## src/rtl/bcd_disp_pkg.sv

```systemverilog
// Shared types and segment constants for the BCD seven-segment display path.
// Segment encoding is active-low {g,f,e,d,c,b,a}.
package bcd_disp_pkg;

  typedef logic [6:0] seg_t;

  typedef enum logic {
    ST_LOAD = 1'b0,
    ST_SCAN = 1'b1
  } scan_state_e;

  localparam seg_t SEG_DIGIT [10] = '{
    7'h40, 7'h79, 7'h24, 7'h30, 7'h19,
    7'h12, 7'h02, 7'h78, 7'h00, 7'h10
  };
  localparam seg_t       SEG_DASH = 7'h3F;
  localparam seg_t       SEG_OFF  = 7'h7F;
  localparam logic [3:0] BCD_MAX  = 4'd9;

endpackage

```

## src/rtl/bcd_to_seg.sv

```systemverilog
// Combinational BCD to active-low seven-segment decoder; non-BCD codes show a dash.
module bcd_to_seg
  import bcd_disp_pkg::*;
(
  input  logic [3:0] i_bcd,
  output logic [6:0] o_seg_c
);

  always_comb begin
    o_seg_c = SEG_DASH;
    if (i_bcd <= BCD_MAX) begin
      case (i_bcd)
        4'd0:    o_seg_c = SEG_DIGIT[0];
        4'd1:    o_seg_c = SEG_DIGIT[1];
        4'd2:    o_seg_c = SEG_DIGIT[2];
        4'd3:    o_seg_c = SEG_DIGIT[3];
        4'd4:    o_seg_c = SEG_DIGIT[4];
        4'd5:    o_seg_c = SEG_DIGIT[5];
        4'd6:    o_seg_c = SEG_DIGIT[6];
        4'd7:    o_seg_c = SEG_DIGIT[7];
        4'd8:    o_seg_c = SEG_DIGIT[8];
        4'd9:    o_seg_c = SEG_DIGIT[9];
        default: o_seg_c = SEG_DASH;
      endcase
    end
  end

endmodule

```

## src/rtl/bcd_seg_scanner.sv

```systemverilog
// Multiplexed scanner driving NUM_DIGITS BCD digits onto one active-low 7-seg bus.
// Optional brightness PWM via `define BCD_SEG_SCANNER_PWM_EN (adds BRIGHT input).
module bcd_seg_scanner
  import bcd_disp_pkg::*;
#(
  parameter int unsigned NUM_DIGITS  = 4,
  parameter int unsigned REFRESH_DIV = 50000
) (
  input  logic                    CLK,
  input  logic                    CLR,
  input  logic [4*NUM_DIGITS-1:0] DIGITS,
  input  logic [NUM_DIGITS-1:0]   DP_IN,
  input  logic                    BLANK_LZ,
`ifdef BCD_SEG_SCANNER_PWM_EN
  input  logic [2:0]              BRIGHT,
`endif
  output logic [6:0]              SEG,
  output logic                    DP,
  output logic [NUM_DIGITS-1:0]   AN,
  output logic                    SCAN_TICK
);

  localparam int unsigned IDX_W = (NUM_DIGITS > 1) ? $clog2(NUM_DIGITS) : 1;
  localparam int unsigned PRE_W = (REFRESH_DIV > 1) ? $clog2(REFRESH_DIV) : 1;
  localparam int unsigned DIG_W = 4 * NUM_DIGITS;

  scan_state_e           r_state;
  scan_state_e           w_state_nxt;
  logic                  w_load;
  logic                  w_scan;

  logic [PRE_W-1:0]      r_presc;
  logic [IDX_W-1:0]      r_idx;
  logic [DIG_W-1:0]      r_snap_dig;
  logic [NUM_DIGITS-1:0] r_snap_dp;
  logic                  r_snap_blz;

  logic [6:0]            r_seg;
  logic                  r_dp;
  logic [NUM_DIGITS-1:0] r_an;
  logic                  r_tick;

  logic                  w_term;
  logic                  w_wrap;
  logic                  w_on;
  logic                  w_run;
  logic [NUM_DIGITS-1:0] w_blank;
  logic [NUM_DIGITS-1:0] w_an;
  logic [3:0]            w_digit;
  logic                  w_dp_sel;
  logic                  w_blank_sel;
  logic [6:0]            w_seg_c;

  // First edge after reset only loads the snapshot; scanning starts on the next one
  always_ff @(posedge CLK or negedge CLR) begin
    if (!CLR) r_state <= ST_LOAD;
    else      r_state <= w_state_nxt;
  end

  always_comb begin
    w_state_nxt = r_state;
    w_load      = 1'b0;
    w_scan      = 1'b0;
    case (r_state)
      ST_LOAD: begin
        w_load      = 1'b1;
        w_state_nxt = ST_SCAN;
      end
      ST_SCAN: w_scan = 1'b1;
      default: w_state_nxt = ST_LOAD;
    endcase
  end

  assign w_term = w_scan && (r_presc == PRE_W'(REFRESH_DIV - 1));
  assign w_wrap = w_term && (r_idx == IDX_W'(NUM_DIGITS - 1));

  always_ff @(posedge CLK or negedge CLR) begin
    if (!CLR) begin
      r_presc <= '0;
      r_idx   <= '0;
    end else if (w_term) begin
      r_presc <= '0;
      r_idx   <= w_wrap ? '0 : r_idx + IDX_W'(1);
    end else if (w_scan) begin
      r_presc <= r_presc + PRE_W'(1);
    end
  end

`ifdef BCD_SEG_SCANNER_PWM_EN
  logic [2:0]  r_bright;
  logic [31:0] w_thr;
`endif

  // Frame snapshot: inputs only take effect at a frame boundary, so a frame never tears
  always_ff @(posedge CLK or negedge CLR) begin
    if (!CLR) begin
      r_snap_dig <= '0;
      r_snap_dp  <= '0;
      r_snap_blz <= 1'b0;
`ifdef BCD_SEG_SCANNER_PWM_EN
      r_bright   <= '0;
`endif
    end else if (w_load || w_wrap) begin
      r_snap_dig <= DIGITS;
      r_snap_dp  <= DP_IN;
      r_snap_blz <= BLANK_LZ;
`ifdef BCD_SEG_SCANNER_PWM_EN
      r_bright   <= BRIGHT;
`endif
    end
  end

  // A digit is blank while it and every more-significant digit are zero
  always_comb begin
    w_run   = r_snap_blz;
    w_blank = '0;
    for (int i = int'(NUM_DIGITS) - 1; i >= 1; i--) begin
      w_run      = w_run & (r_snap_dig[4*i +: 4] == 4'd0);
      w_blank[i] = w_run;
    end
  end

  always_comb begin
    w_digit     = '0;
    w_an        = '1;
    w_dp_sel    = 1'b0;
    w_blank_sel = 1'b0;
    for (int i = 0; i < int'(NUM_DIGITS); i++) begin
      if (r_idx == IDX_W'(i)) begin
        w_digit     = r_snap_dig[4*i +: 4];
        w_an[i]     = 1'b0;
        w_dp_sel    = r_snap_dp[i];
        w_blank_sel = w_blank[i];
      end
    end
  end

  bcd_to_seg u_dec (
    .i_bcd   (w_digit),
    .o_seg_c (w_seg_c)
  );

`ifdef BCD_SEG_SCANNER_PWM_EN
  assign w_thr = ((32'(r_bright) + 32'd1) * 32'(REFRESH_DIV)) / 32'd8;
  assign w_on  = (32'(r_presc) < w_thr);
`else
  assign w_on  = 1'b1;
`endif

  // Dimmed portion of a slot turns the whole digit off, decimal point included
  always_ff @(posedge CLK or negedge CLR) begin
    if (!CLR) begin
      r_seg  <= SEG_OFF;
      r_dp   <= 1'b1;
      r_an   <= '1;
      r_tick <= 1'b0;
    end else begin
      r_tick <= w_term;
      if (w_scan) begin
        if (w_on) begin
          r_an  <= w_an;
          r_seg <= w_blank_sel ? SEG_OFF : w_seg_c;
          r_dp  <= ~w_dp_sel;
        end else begin
          r_an  <= '1;
          r_seg <= SEG_OFF;
          r_dp  <= 1'b1;
        end
      end
    end
  end

  assign SEG       = r_seg;
  assign DP        = r_dp;
  assign AN        = r_an;
  assign SCAN_TICK = r_tick;

endmodule

```

## config.mk

```make
export PLATFORM = sky130hd
export DESIGN_NAME = bcd_seg_scanner
export DESIGN_NICKNAME = d
export VERILOG_FILES = /design/src/rtl/bcd_disp_pkg.sv /design/src/rtl/bcd_to_seg.sv /design/src/rtl/bcd_seg_scanner.sv
export SDC_FILE = /design/constraint.sdc
export NUM_CORES = 1
export LEC_CHECK = 0
export ABC_AREA = 1
export CORE_ASPECT_RATIO = 1.25
export CORE_MARGIN = 4
export CORE_UTILIZATION = 45
export CTS_CLUSTER_SIZE = 10
export DETAILED_ROUTE_END_ITERATION = 16
export PLACE_DENSITY_LB_ADDON = 0.2
export SYNTH_ARGS = -nofsm -noshare
export SYNTH_HDL_FRONTEND = slang
export SYNTH_SLANG_ARGS = --single-unit
export TNS_END_PERCENT = 20
```

## constraint.sdc

```tcl
create_clock -name CLK -period 2.7 [get_ports CLK]
set_input_delay 0.27 -clock CLK [delete_from_list [all_inputs] [get_ports CLK]]
set_output_delay 0.27 -clock CLK [all_outputs]
set_load 0.02 [all_outputs]
```

==> summary.md <==
| Metric | Value |
|---|---|
| Status | `completed` |
| Initial antenna violation count | `0` |
| Routed Antenna Nets | `0` |
| Routed WL per cell | `12.48 um` |
| Most frequent cells in the layout | `nand2_1 (106), dfrtp_1 (41), nor2_1 (36)` |
| Share of layout cells above drive strength 1 | `12.78%` |
| Worst-Margin Slew | `1.039 ns` |
| Hold WC Path Type | `in -> async` |
| TritonCTS buffer count | `5` |
| Mapped Nets | `396` |
| Setup Buffers After CTS | `0` |
| Yosys warnings | `0` |
| Clk pin slew, worst setup/hold paths | `0.10 ns` |
| Nets | `432` |
| Worst-path cell chain | `ha_1, inv_1, o21ai_0, inv_1, ha_1, nand2_1, nand3_2, nand3_2, nor2_1, nor2_1` |
| CP Class | `reg -> reg` |
| Slew margin rel. | `30.72%` |
| CP Capture Type | `register` |
| Fmax | `437.8 MHz` |
| Number of distinct library cells after synthesis | `39` |
| WP data arrival | `2.53 ns` |
| GR Layer Usage met2 | `28.83%` |
| Setup_tns | `0 ns` |
| Routed WL | `6041 um` |
| Slowest CP cell | `o21ai_0` |
| Area contributors post-synth | `dfrtp_1 (35%), nand2_1 (14%), dfstp_2 (11%)` |
| First-pass GRT wire length | `10870 um` |
| Die X | `80.26 um` |
| H-tree depth | `2` |
| Core area | `0.006246 mm2` |
| Largest net degree at the start of global routing | `49` |
| HPWL after DPL | `4615 um` |
| Starting Density | `47.02%` |
| Clock Latency Late Sink | `0.30 ns` |
| Syn avg cell area | `8.112 um2` |
| M3 GR Usage | `3.229%` |
| Setup crit start kind | `register` |
| Commonest non-fill, non-tap cell in the layout | `nand2_1` |
| Io pins | `36` |
| Total clock sinks | `53` |
| Area delta synth->final | `17.09%` |
| Fillers | `653` |
| Leading area contributor after synthesis | `dfrtp_1` |
| Row Count | `32` |
| Clock root buffer | `clkbuf_8` |
| Layout Skew | `0.005887 ns` |
| Dpl ws | `0.4389 ns` |
| Compound-gate portion of the synthesized area | `6.391%` |
| Top cell family by delay on the critical path | `adder cells` |
| Gr usage total | `16.73%` |
| Final Core Density | `55.05%` |
| Synthesized area | `0.002937 mm2` |
| WHS | `0.1395 ns` |
| Antenna diode count | `0` |
| Area fraction of the dominant cell type after synthesis | `34.94%` |
| First-pass DRT Iterations | `4` |
| Pwr/cell area | `592.0 mW/mm2` |
| Die area | `0.007890 mm2` |
| Die H | `98.32 um` |
| Iter 0 DRT Violations | `94` |
| Clock tree buffer depth | `2` |
| Synth Instances | `362` |
| # port buffers | `35` |
| Pleak | `0.001653 uW` |
| Residual DRC | `0` |
| Final Setup Violations | `0` |
| Final worst-path cycle share | `84.60%` |
| Peak supply drop | `0.3301 mV` |
| Register bit total from synthesis | `53` |
| Vias post-DR | `2407` |
| Final Max Tran Viols | `0` |
| CTS Hold Buffers Added | `0` |
| CTS tree | `yes` |
| GR Util met1 | `21.07%` |
| Worst Slack Setup Final | `0.4159 ns` |
| Vias per Instance | `4.973` |
| PostCTS Resize Cnt | `0` |
| GRT busiest layer | `met2` |
| Final Hold Viols | `0` |
| Synth Area in XOR/XNOR | `1.790%` |
| CP Max Fanout | `9` |
| Synth Area in Adders | `4.687%` |
| Tmin final | `2.284 ns` |
| Total congestion overflow | `0` |
| Final Wtd Congestion | `0.8810` |
| Max Cap Violations | `0` |
| CP required | `2.95 ns` |
| Setup repair after global routing missed its margin | `no` |
| Sequential share of the synthesized area | `45.68%` |
| Multiplexer area fraction after synthesis | `0%` |
| Vias in the first global route | `2455` |
| Slowest stage delay, CP | `0.48 ns` |
| Main combinational cell family by area after synthesis | `simple AND/OR/NAND/NOR gates` |
| Crit path buf inv count | `2` |
| Post-synthesis simple-gate area fraction | `33.23%` |
==> state kept, by name, indices dropped and copies added (netlist names) <==
signal	count
AN	4
DP	1
SCAN_TICK	1
SEG	7
r_idx	2
r_presc	16
r_snap_blz	1
r_snap_dig	16
r_snap_dp	4
r_state	1
==> area by class of cell <==
| cell class | instances | area (um2) | share of cell area, % |
|---|---|---|---|
| Tap cell | 85 | 106.4 | 3.093 |
| Multi-Input combinational cell | 263 | 1358 | 39.48 |
| Clock inverter | 3 | 46.29 | 1.346 |
| Timing Repair Buffer | 41 | 390.4 | 11.35 |
| Sequential cell | 53 | 1341 | 39.01 |
| Clock buffer | 5 | 68.82 | 2.001 |
| Inverter | 34 | 127.6 | 3.712 |
==> cell usage after synthesis <==
| cell type | instances |
|---|---|
| nand2_1 | 106 |
| dfrtp_1 | 41 |
| nor2_1 | 36 |
| nand3_1 | 35 |
| inv_1 | 30 |
| dfstp_2 | 12 |
| ha_1 | 11 |
| o21ai_0 | 11 |
| a21oi_1 | 10 |
| buf_6 | 7 |
| nor3_1 | 7 |
| nand2_2 | 5 |
| nand4_1 | 5 |
| nor4_1 | 5 |
| xor2_1 | 5 |
| nor2_2 | 4 |
| inv_2 | 3 |
| nand3_2 | 3 |
| buf_2 | 2 |
| clkbuf_1 | 2 |
| nand2_4 | 2 |
| nor4_2 | 2 |
| o21bai_1 | 2 |
| a21boi_0 | 1 |
| a21boi_2 | 1 |
| a221o_1 | 1 |
| a31oi_1 | 1 |
| clkbuf_8 | 1 |
| clkinv_1 | 1 |
| conb_1 | 1 |
| nand3b_2 | 1 |
| nor2_4 | 1 |
| nor3b_1 | 1 |
| o2111ai_1 | 1 |
| o21ai_1 | 1 |
| o221a_2 | 1 |
| o31ai_1 | 1 |
| or2_2 | 1 |
| xnor2_1 | 1 |
==> stage by stage <==
step | instance area (um2) | instances | total power (uW)
after floorplan | 2937 | 362 | 1339
final | 3438 | 484 | 2035
after detailed placement | 3323 | 476 | 1510
after CTS | 3438 | 484 | 2065
after global placement | 3323 | 476 | 1501
after global routing | 3438 | 484 | 2170
==> report_power, final <==
part,switching (uW),internal [uW]
logic,271,202
clock network,267,278
registers,93.1,924
total,631,1400
==> cells by family (layout without fill, tap and decap cells) <==
family	after synthesis	in the layout
DFF	53	53
xor gates and xnor gates	6	6
and+or+nand+nor	214	214
other	1	1
adders and majority gates	11	11
buffers and inverters	46	83
AOI/OAI and AO/OA	31	31
==> final timing paths <==
check | startpoint | endpoint | slack [ns] | cells after the start
setup / recovery | r_idx[0] | SEG[5] | 0.42 | 10
hold / removal | CLR | r_state | 0.14 | 1
setup reg to reg | r_idx[0] | SEG[5] | 0.42 | 10
hold reg to reg | SEG[6] | SEG[6] | 0.48 | 2
max in group asynchronous | CLR | SEG[1] | 1.82 | 2
min in group CLK | SEG[6] | SEG[6] | 0.48 | 2
==> metal layers <==
metal / up-vias / wire, um
li1: 1237 / -
met3: 6 / 225
met1: 1117 / 2676
met2: 47 / 3062
met4: 0 / 77
met5: - / 0
(Power assumes the default switching activity.)
